$ cat src/rtl/dcache_ctrl.sv
// Direct-mapped write-back data cache: 8 blocks x 4 bytes, tag[7:5] index[4:2] offset[1:0].
// Define CACHE_STATS_EN to build the saturating hit/miss counters; otherwise they read 0.
module dcache_ctrl (
    input  logic        clk_i,
    input  logic        reset_i,
    input  logic        read_i,
    input  logic        write_i,
    input  logic [7:0]  address_i,
    input  logic [7:0]  writedata_i,
    output logic [7:0]  readdata_o,
    output logic        busywait_o,
    output logic        mem_read_o,
    output logic        mem_write_o,
    output logic [5:0]  mem_address_o,
    output logic [31:0] mem_writedata_o,
    input  logic [31:0] mem_readdata_i,
    input  logic        mem_busywait_i,
    output logic [15:0] hit_count_o,
    output logic [15:0] miss_count_o
);
    typedef enum logic [1:0] {StIdle, StWriteback, StFetch, StUpdate} state_e;

    state_e      state_q;
    logic [7:0]  valid_q;
    logic [7:0]  dirty_q;
    logic [2:0]  tag_q [8];
    logic [31:0] data_q [8];

    logic [2:0] tag;
    logic [2:0] index;
    logic [1:0] offset;
    logic       req;
    logic       hit;
    logic       write_hit;

    assign tag        = address_i[7:5];
    assign index      = address_i[4:2];
    assign offset     = address_i[1:0];
    assign req        = read_i | write_i;
    assign hit        = valid_q[index] && (tag_q[index] == tag);
    assign busywait_o = !reset_i && req && ((state_q != StIdle) || !hit);
    assign write_hit  = !reset_i && write_i && hit && (state_q == StIdle);

    always_comb begin
        readdata_o = '0;
        if (!reset_i && hit) begin
            readdata_o = data_q[index][{offset, 3'b000} +: 8];
        end
    end

    // Memory-side outputs are registered on entry to each state so they drop at reset.
    always_ff @(posedge clk_i or posedge reset_i) begin
        if (reset_i) begin
            state_q         <= StIdle;
            valid_q         <= '0;
            dirty_q         <= '0;
            mem_read_o      <= 1'b0;
            mem_write_o     <= 1'b0;
            mem_address_o   <= '0;
            mem_writedata_o <= '0;
        end else begin
            unique case (state_q)
                StIdle: begin
                    if (req && !hit) begin
                        if (dirty_q[index]) begin
                            state_q         <= StWriteback;
                            mem_write_o     <= 1'b1;
                            mem_address_o   <= {tag_q[index], index};
                            mem_writedata_o <= data_q[index];
                        end else begin
                            state_q       <= StFetch;
                            mem_read_o    <= 1'b1;
                            mem_address_o <= address_i[7:2];
                        end
                    end else if (write_i) begin
                        dirty_q[index] <= 1'b1;
                    end
                end
                StWriteback: begin
                    if (!mem_busywait_i) begin
                        state_q         <= StFetch;
                        mem_write_o     <= 1'b0;
                        mem_read_o      <= 1'b1;
                        mem_address_o   <= address_i[7:2];
                        mem_writedata_o <= '0;
                    end
                end
                StFetch: begin
                    if (!mem_busywait_i) begin
                        state_q       <= StUpdate;
                        mem_read_o    <= 1'b0;
                        mem_address_o <= '0;
                    end
                end
                StUpdate: begin
                    valid_q[index] <= 1'b1;
                    dirty_q[index] <= 1'b0;
                    state_q        <= StIdle;
                end
                default: state_q <= StIdle;
            endcase
        end
    end

    // Tag and data arrays carry no reset; validity alone decides whether they are used.
    always_ff @(posedge clk_i) begin
        if (!reset_i) begin
            if (state_q == StUpdate) begin
                data_q[index] <= mem_readdata_i;
                tag_q[index]  <= tag;
            end else if (write_hit) begin
                data_q[index][{offset, 3'b000} +: 8] <= writedata_i;
            end
        end
    end

`ifdef CACHE_STATS_EN
    logic [15:0] hit_q;
    logic [15:0] miss_q;
    logic        refill_done_q;

    // refill_done_q suppresses counting the hit that completes a refilled access.
    always_ff @(posedge clk_i or posedge reset_i) begin
        if (reset_i) begin
            hit_q         <= '0;
            miss_q        <= '0;
            refill_done_q <= 1'b0;
        end else begin
            if (state_q == StUpdate) begin
                refill_done_q <= 1'b1;
            end else if (state_q == StIdle) begin
                refill_done_q <= 1'b0;
            end
            if ((state_q == StIdle) && req && hit && !refill_done_q && (hit_q != 16'hFFFF)) begin
                hit_q <= hit_q + 16'd1;
            end
            if ((state_q == StIdle) && req && !hit && (miss_q != 16'hFFFF)) begin
                miss_q <= miss_q + 16'd1;
            end
        end
    end

    assign hit_count_o  = hit_q;
    assign miss_count_o = miss_q;
`else
    assign hit_count_o  = '0;
    assign miss_count_o = '0;
`endif

endmodule

$ cat config.mk
export PLATFORM = sky130hd
export DESIGN_NAME = dcache_ctrl
export DESIGN_NICKNAME = d
export VERILOG_FILES = /design/src/rtl/dcache_ctrl.sv
export SDC_FILE = /design/constraint.sdc
export NUM_CORES = 1
export LEC_CHECK = 0
export ABC_AREA = 1
export BUFFER_PORTS_ARGS = -buffer_cell sky130_fd_sc_hd__buf_2
export CAP_MARGIN = 10
export CORE_AREA = 2 2 220 157
export CTS_CLUSTER_DIAMETER = 100
export CTS_CLUSTER_SIZE = 12
export DETAILED_ROUTE_END_ITERATION = 8
export DIE_AREA = 0 0 222 159
export HOLD_SLACK_MARGIN = 0.08
export PLACE_DENSITY = 0.74
export SLEW_MARGIN = 20
export SYNTH_ARGS = -nofsm -noshare
export SYNTH_HDL_FRONTEND = slang
export SYNTH_SLANG_ARGS = --single-unit
$ cat constraint.sdc
create_clock -name clk_i -period 2.8 [get_ports clk_i]
set_input_delay 0.56 -clock clk_i [delete_from_list [all_inputs] [get_ports clk_i]]
set_output_delay 0.56 -clock clk_i [all_outputs]
set_load 0.01 [all_outputs]
# After elaboration in Yosys (flattened, before gate mapping)
# Memories as Yosys holds them, arrays and structs flattened.
# Index checks and enable logic that the tools add are counted.
# word_totals
register_bits	58
ramBits	280
input_bits	53
output_inout_bits	81
wordCells	156
mem_count	2
# memory_table
name	depth	width	rd	rd_ports_with_merged_regs	write_ports	line	text
data_q	8	32	1	0	1	27	logic [31:0] data_q [8];
tag_q	8	3	1	0	1	26	logic [2:0] tag_q [8];
# classes
addsub	1
magnitude_cmp	2
n_eq_ne	11
shifts	3
muxes	71
bitwise_logic	37
reduce_logical	22
# ops
operator	count
$mux W32	4
$pmux W32 S2	1
$mux W1	47
$or A1 B1 Y1	33
$shift A8 B7 Y32 const A	1
$shiftx A32 B6 Y8	1
$shiftx A8 B7 Y32	1
$mux W6	4
$mux W8	3
$pmux W6 S3	1
$or A8 B8 Y8	2
$pmux W8 S2	1
$ne A2 B2 Y1 const B	5
$logic_and A1 B1 Y1	9
$and A8 B8 Y8	1
$mux W2	4
$not A8 Y8	1
$pmux W2 S4	1
$reduce_and A4 Y1	2
$neg A5 Y7	1
$bmux W1 S3	2
$reduce_and A3 Y1	2
$reduce_bool A2 Y1	3
$reduce_and A5 Y1	1
13 further kinds	16

# Longest topological paths before layout
# Gate-level depths: netlist of the first run.
# depth
ltp_word	10
ltp_mapped	18
ltp_nobuf	16

# Least setup slack after synthesis of the first run
# Ideal clock, no wire load.
# synth_timing
kind	input port to flip-flop
start	input reset_i
end	memory data_q[2][16] (enable)
t_arrival_ps	2810
required_ps	2430
setup_slack_ps	-380
stages	6
path_cell_list	inv_1 > nand2_1 > clkbuf_1 > nand2_1 > inv_2 > nor2_1
# synth_via
elab_chain_cells	9
word_cells_on_any_way	11
classes_between	mux (6); bitwise (1); reduce/logical (4)
# synth_lines
element	line	text
start, declared	5	input logic reset_i,
$logic_not A1 Y1	-	
$logic_and A1 B1 Y1 (3 in a row)	42	assign write_hit = !reset_i && write_i && hit && (state_q == StIdle);
$mux W1	111	end else if (write_hit) begin
$mux W1	108	if (state_q == StUpdate) begin
$mux W1	107	if (!reset_i) begin
$mux W32 (implied by the code)	112	data_q[index][{offset, 3'b000} +: 8] <= writedata_i;
$or A1 B1 Y1 (no source line) (*)	-	
end, declared	27	
# Mark *: on every way between the ends. The rest lies on a longest branch, timed or not.

# Final worst setup path of the first run
# layout_timing
start	input address_i[3]
end	output readdata_o[1]
# layout_via
elab_chain_cells	5
word_cells_on_any_way	9
classes_between	eq/ne (1); shift (1); mux (3); reduce/logical (2); memory (2)
# layout_lines
element	line	text
start, declared	8	input logic [7:0] address_i,
parallel branches: the longest is 4 deep, another holds $mem_v2 Z8 W32	-	
$mux W8 (*)	46	if (!reset_i && hit) begin
end, declared	10	output logic [7:0] readdata_o,
# Every way passes the cells marked *. The select of a mux whose other input is x is not followed.

==> run_results.csv, run 1 <==
group,metric,value,unit
logic_synthesis,synth_mux_area_share,0,%
logic_synthesis,ys_ff_latch,338,
placement,post-place-ws,-263.6,ps
floorplan,rows,56,
sta,rsz0062_at_grt,"true",
floorplan,die_height,159,µm
finish,nNetsFinal,1674,
clocking,cts.sinks,338,
logic_synthesis,ys_async_sr_fraction,17.16,%
logic_synthesis,yosysTopAreaCell,"edfxtp_1",
global_routing,antenna_found_initial,0,
logic_synthesis,synth_common_cells,"nand2_1, edfxtp_1, inv_1",
detailed_routing,antenna_left,0,
logic_synthesis,synth_adder_area_share,0.8474,%
logic_synthesis,synth_compound_area_share,9.330,%
outcome,status,"complete, but fails checks",
clocking,cts-root-buf,"clkbuf_16",
worst_setup_path,end_kind,"primary output",
job,drv_cap,0,
logic_synthesis,yosysUniqueCellTypes,43,
floorplan,coreArea,33140,µm²
sta,worst_pin_slew,735.3,ps
clocking,clockBufferDepth,3,
clocking,cts-buffers-inserted,34,
global_routing,grt_max_degree,64,
global_routing,grt_pass1_wl,64250,µm
worst_setup_path,critPathKind,"primary input to primary output",
detailed_routing,drt-total-wl,43770,µm
sta,min_period,2900,ps
finish,drive_gt1_share,29.89,%
floorplan,num_io_pins,134,
sta,fin_ws,-100.1,ps
logic_synthesis,synth.top_cells.by_area,"edfxtp_1, nand2_1, dfrtp_1",
power_and_ir_drop,p_leak,0.007736,µW
worst_setup_path,startpoint,"address_i[3]",
sta,fin_skew,26.00,ps
logic_synthesis,synth_edf_count,280,
placement,place_congestion,0.9193,
detailed_routing,drtIter0Drc,1483,
worst_setup_path,required,2240,ps
detailed_routing,dr_total_vias,11218,
clocking,clkSlewWorstSetupHoldPaths,60,ps
logic_synthesis,synthFlopType,"edfxtp_1",
sta,fmax,344.8,MHz
placement,dp_hpwl,30550,µm
clocking,htree_levels,2,
detailed_routing,wl_per_cell,21.23,µm
sta,relSlewSlack,50.98,%
logic_synthesis,synth_top_family_by_area,"simple AND/OR/NAND/NOR gates",
worst_setup_path,critPathMaxFanout,8,
logic_synthesis,synth_area,14770,µm²
power_and_ir_drop,total_power,12990,µW
floorplan,start_util,44.55,%
min_path,hold_class,"primary input to async pin",
worst_setup_path,r2r_setup_slack,250,ps
sta,hold_viol,0,
outcome,violations,"negative setup slack",
detailed_routing,drc,0,
clocking,insertion_delay,540,ps
sta,drv_slew,0,
global_routing,grt_usage,24.21,%
floorplan,die-area,35300,µm²
finish,fillers,2671,
global_routing,grt_overflow,0,
power_and_ir_drop,power_density,697.8,nW/µm²
sta,fin_crit_sh,103.6,%
global_routing,grt_pass1_vias,10666,
logic_synthesis,synth-simple-area-share,16.97,%
logic_synthesis,avgSynthCellArea,11.19,µm²
clocking,hold_buffers,0,
logic_synthesis,synth-seq-area-share,66.77,%
detailed_routing,dr.pass1.iters,5,
detailed_routing,viasPerCell,5.440,
logic_synthesis,synthCells,1319,
logic_synthesis,yosysWarnings,0,
placement,portBuffers,101,
logic_synthesis,synth_xor_area_share,0,%
logic_synthesis,yosysTopAreaCellShare,56.94,%
power_and_ir_drop,peakVddDrop,348.4,µV
worst_setup_path,cp.arrival,2340,ps
clocking,tritoncts,"built",
floorplan,die_w,222,µm
finish,area_growth_syn_to_layout,26.11,%
worst_setup_path,start_kind,"primary input",
logic_synthesis,synth_most_common_cell,"nand2_1",
sta,setup_viol,8,
worst_setup_path,reg2reg_from,"tag_q[3][2]$_DFFE_PP_",
cell usage in the layout, fill, tap and decap left out, types with 18 or more instances in the layout:
master	n
nand2_1	414
edfxtp_1	280
conb_1	32
o21ai_2	33
nand2_2	30
dfrtp_1	58
buf_12	20
o21ai_0	27
inv_1	73
clkbuf_16	37
nand3_1	43
nor2_1	63
buf_2	96
a221oi_1	18
buf_4	185
o21ai_1	33
flip-flops by register name, summed over array words and instances (netlist names), named ones only:
register / cells
mem_read_o: 1
data_q: 256
mem_write_o: 1
valid_q: 8
mem_address_o: 6
tag_q: 24
state_q: 2
mem_writedata_o: 32
per-layer routing:
layer | routed length (µm) | global-route usage [%] | vias up
li1 | - | - | 5067
met1 | 17560 | 34.37 | 5318
met2 | 18860 | 35.02 | 720
met3 | 6017 | 8.267 | 113
met4 | 1332 | 7.801 | 0
met5 | 0 | 0 | -
worst max-delay path: stages:
cell,delay [ps]
buf_12,120
buf_12,120
nand3_2,70
inv_2,60
buf_4,190
buf_12,150
nand2_1,70
nand2_1,80
a221oi_2,270
buf_4,170
nand3_1,70
o211ai_1,170
a21oi_4,100
buf_6,130
power breakdown:
group	total (µW)	leakage [µW]	switching [µW]	internal, µW
Sequential	6080	0.00323	203	5870
Clock	4250	0.000477	1850	2400
Combinational	2670	0.00403	1710	954
Total	13000	0.00774	3770	9230
layout make-up:
cell class                      instances  area [µm²]  area share (%)
Inverter                               90       357.8           1.922
Antenna cell                            1       2.502         0.01344
Multi-Input combinational cell        834        4446           23.87
Tap cell                              435       544.3           2.923
Clock buffer                           50       974.7           5.235
Sequential cell                       338        9859           52.95
Timing Repair Buffer                  313        2425           13.02
Clock inverter                          1       11.26         0.06048
repair_timing:
item                                    CTS  global route
setup buffers                            10             7
resized for setup                        35            57
endpoints found under the hold margin     0             0
endpoints found under the setup margin    8            17
pin swaps                                18            31
gates cloned                              1             0
cells by family (layout without fill, tap and decap cells):
kind of cell	after synthesis	after routing
AOI/OAI and AO/OA	196	196
adders and majority gates	10	10
buffers and inverters	178	454
DFF	338	338
other	1	33
and+or+nand+nor	596	596
per-stage QoR:
stage / cell area [µm²] / util [%] / instances / hold slack (ps) / TNS (ps)
CTS: 18280 / 55.16 / 2054 / 379.8 / -1280
global route: 18620 / 56.18 / 2061 / 396.9 / -1412
detailed placement: 17080 / 51.53 / 1993 / 446.2 / -81520
finish: 18620 / 56.18 / 2062 / 357.3 / -630.4
floorplan: 14890 / - / 1350 / 427.6 / 0
global placement: 17080 / 51.53 / 1993 / 440.3 / -47990
path summary, 6_finish.rpt:
| kind | cells past startpoint | to |
|---|---|---|
| worst max register to register | 16 | data_q[1][5]$_DFFE_PP_ |
| worst max-delay path | 14 | readdata_o[1] |
| min in group clk_i | 1 | tag_q[3][0]$_DFFE_PP_ |
| worst min register to register | 2 | valid_q[3]$_DFFE_PP0P_ |
| worst min-delay path | 3 | valid_q[0]$_DFFE_PP0P_ |
| max in group asynchronous | 3 | mem_writedata_o[23]$_DFFE_PP0P_ |
(Power assumes the default switching activity.)
==> run 2, diff against run 1 <==
--- a/config.mk
+++ b/config.mk
@@ -5,16 +5,16 @@
 export SDC_FILE = /design/constraint.sdc
 export NUM_CORES = 1
 export LEC_CHECK = 0
-export ABC_AREA = 1
 export BUFFER_PORTS_ARGS = -buffer_cell sky130_fd_sc_hd__buf_2
 export CAP_MARGIN = 10
-export CORE_AREA = 2 2 220 157
+export CORE_AREA = 2 2 222 159
 export CTS_CLUSTER_DIAMETER = 100
 export CTS_CLUSTER_SIZE = 12
 export DETAILED_ROUTE_END_ITERATION = 8
-export DIE_AREA = 0 0 222 159
+export DIE_AREA = 0 0 224 161
 export HOLD_SLACK_MARGIN = 0.08
 export PLACE_DENSITY = 0.74
+export SKIP_CTS_REPAIR_TIMING = 1
 export SLEW_MARGIN = 20
 export SYNTH_ARGS = -nofsm -noshare
 export SYNTH_HDL_FRONTEND = slang
==> run 2 against run 1 <==
Flip-flop and latch count did not move; register-to-register slack got worse by 300 ps; combinational power rose by 36%; critical path type unchanged; synthesized area up 2.2%; setup slack worse by 210 ps; synthesized cell count decreased by 24%; the flow still finishes with violations (negative setup slack); maximum frequency is 6.9% lower; via count decreased by 9.8%; global-route usage shrank 0.49 points.
==> run_results.csv, run 2 <==
group,metric,value,unit
outcome,status,"complete, but fails checks",
outcome,violations,"negative setup slack",
clocking,clockBufferDepth,3,
finish,area_growth_syn_to_layout,32.86,%
sta,setup_viol,279,
floorplan,die_w,224,µm
global_routing,grt_max_degree,43,
job,drv_cap,0,
logic_synthesis,avgSynthCellArea,15.15,µm²
global_routing,grt_pass1_wl,62770,µm
sta,final.setup.tns,-8554,ps
sta,fin_skew,19.12,ps
sta,fin_ws,-313.5,ps
clocking,cts.sinks,338,
detailed_routing,antenna_left,0,
logic_synthesis,synthFlopType,"edfxtp_1",
global_routing,antenna_found_initial,1,
finish,nNetsFinal,1364,
worst_setup_path,worstPathCellList,"buf_6 -> buf_4 -> mux2i_1 -> mux4_2 -> and3_4 -> nor4_4 -> buf_12 -> and2_4 -> and3_4 -> buf_6",
worst_setup_path,critical_path.max_stage_delay,490,ps
power_and_ir_drop,peakVddDrop,517.2,µV
sta,drv_slew,0,
finish,drive_gt1_share,42.01,%
detailed_routing,drc,0,
worst_setup_path,required,2240,ps
clocking,htree_levels,2,
detailed_routing,drtIter0Drc,1059,
logic_synthesis,synth_most_common_cell,"edfxtp_1",
detailed_routing,dr.pass1.iters,5,
global_routing,grt_overflow,0,
clocking,cts-root-buf,"clkbuf_16",
logic_synthesis,synth_common_cells,"edfxtp_1, mux2i_1, nor2_1",
floorplan,num_io_pins,134,
sta,worst_pin_slew,967.3,ps
sta,relSlewSlack,35.51,%
finish,largest_register,"data_q",
logic_synthesis,synth_area,15080,µm²
floorplan,rows,57,
logic_synthesis,synthCells,996,
logic_synthesis,yosysUniqueCellTypes,59,
sta,hold_viol,0,
finish,layout.cells.most_common_list,"edfxtp_1, buf_4, buf_2",
clocking,cts-buffers-inserted,34,
logic_synthesis,synth_edf_count,280,
sta,fin_crit_sh,111.2,%
finish,reg_top3,"data_q x256, mem_writedata_o x32, tag_q x24",
floorplan,coreArea,34020,µm²
finish,layout_commonest_cell,"edfxtp_1",
placement,portBuffers,101,
worst_setup_path,slowest_stage,"mux4_2",
logic_synthesis,yosysTopAreaCell,"edfxtp_1",
clocking,tritoncts,"built",
detailed_routing,drt-total-wl,43220,µm
floorplan,start_util,44.34,%
detailed_routing,dr_total_vias,10114,
placement,dp_hpwl,30920,µm
detailed_routing,wl_per_cell,24.52,µm
floorplan,die_height,161,µm
sta,min_period,3114,ps
global_routing,grt_usage,23.73,%
worst_setup_path,cp.arrival,2550,ps
power_and_ir_drop,power_density,695.8,nW/µm²
worst_setup_path,start_kind,"primary input",
logic_synthesis,yosysWarnings,0,
logic_synthesis,synth.top_cells.by_area,"edfxtp_1, dfrtp_1, mux4_2",
logic_synthesis,ys_async_sr_fraction,17.16,%
finish,num_antenna_cells,0,
sta,fmax,321.2,MHz
logic_synthesis,synth-seq-area-share,65.36,%
global_routing,grt_pass1_vias,9653,
clocking,clkSlewWorstSetupHoldPaths,70,ps
worst_setup_path,critPathMaxFanout,9,
worst_setup_path,end_kind,"primary output",
clocking,insertion_delay,530,ps
min_path,hold_class,"primary input to async pin",
logic_synthesis,yosysTopAreaCellShare,55.74,%
detailed_routing,viasPerCell,5.737,
power_and_ir_drop,total_power,13950,µW
placement,place_congestion,0.9253,
worst_setup_path,critPathKind,"primary input to primary output",
logic_synthesis,ys_ff_latch,338,
power_and_ir_drop,p_leak,0.007615,µW
floorplan,die-area,36060,µm²
sta,rsz0062_at_grt,"true",
finish,largest_register_ffs,256,
run 2: cell types whose count changed in the layout (fill, tap and decap cells not counted), moves of 28 or more:
cell and delta:
inv_1 -28, o21ai_1 -32, nand2_1 -357, nor3_4 +30, o21ai_2 -32, nand3_1 -39
mux2i_1 +48, buf_12 +33, mux2_1 +32, nand2_2 -29, buf_4 -28, mux4_2 +43
run 2: layout make-up:
| type | instances | area, µm² |
|---|---|---|
| fillers | 2538 | 13980 |
| flip-flops and latches | 338 | 9859 |
| multi-input cells | 551 | 5497 |
| repair buffers | 327 | 2978 |
| clock buffers | 52 | 918.4 |
| well taps | 442 | 553.0 |
| inverters | 49 | 191.4 |
| clock inverters | 4 | 45.04 |
run 2: routing by layer:
layer | GRT usage [%] | wire length [µm]
met5 | 0 | 13
met4 | 5.758 | 1033
met3 | 6.258 | 4616
met2 | 34.27 | 18450
met1 | 35.88 | 19110
run 2: worst paths after layout:
kind / startpoint / endpoint / slack [ps] / cells past startpoint
max reg2reg: tag_q[4][2]$_DFFE_PP_ / data_q[1][19]$_DFFE_PP_ / -50 / 11
max in group asynchronous: reset_i / mem_writedata_o[17]$_DFFE_PP0P_ / 1790 / 3
min: reset_i / valid_q[6]$_DFFE_PP0P_ / 80 / 2
min in group clk_i: address_i[5] / tag_q[5][0]$_DFFE_PP_ / 380 / 1
min reg2reg: valid_q[5]$_DFFE_PP0P_ / valid_q[5]$_DFFE_PP0P_ / 470 / 2
max: address_i[2] / readdata_o[0] / -310 / 10
run 2: critical path, delay by kind of cell:
family	cells	cell delay [ps]
buffers and inverters	4	540
multiplexers	2	600
AND/OR/NAND/NOR	4	850
run 2: power breakdown:
part | switching (µW) | total (µW) | internal [µW]
Combinational | 1970 | 3630 | 1660
Clock | 1890 | 4160 | 2280
Sequential | 232 | 6150 | 5920
run 2: logic make-up (layout without fill, tap and decap cells):
group	Yosys count	count (layout)	synth area share [%]
mux	174	174	15.53
fa+ha+maj	10	10	0.8295
compound gates	112	112	5.989
other cells	1	32	0.02486
simple gates	223	223	7.349
buf+inv	138	432	4.919
flops	338	338	65.36
run 2: metrics by stage:
step | worst slack, ps | util (%) | cell area, µm² | hold WS (ps) | std cells
after floorplan | -225.3 | - | 15800 | 414.4 | 1027
after global placement | -578.2 | 54.44 | 18520 | 429.5 | 1699
after detailed placement | -530.5 | 54.44 | 18520 | 431.4 | 1699
after CTS | -537.6 | 57.27 | 19480 | 75.49 | 1755
after global routing | -399.9 | 58.91 | 20040 | 97.94 | 1763
final | -313.5 | 58.91 | 20040 | 80.48 | 1763
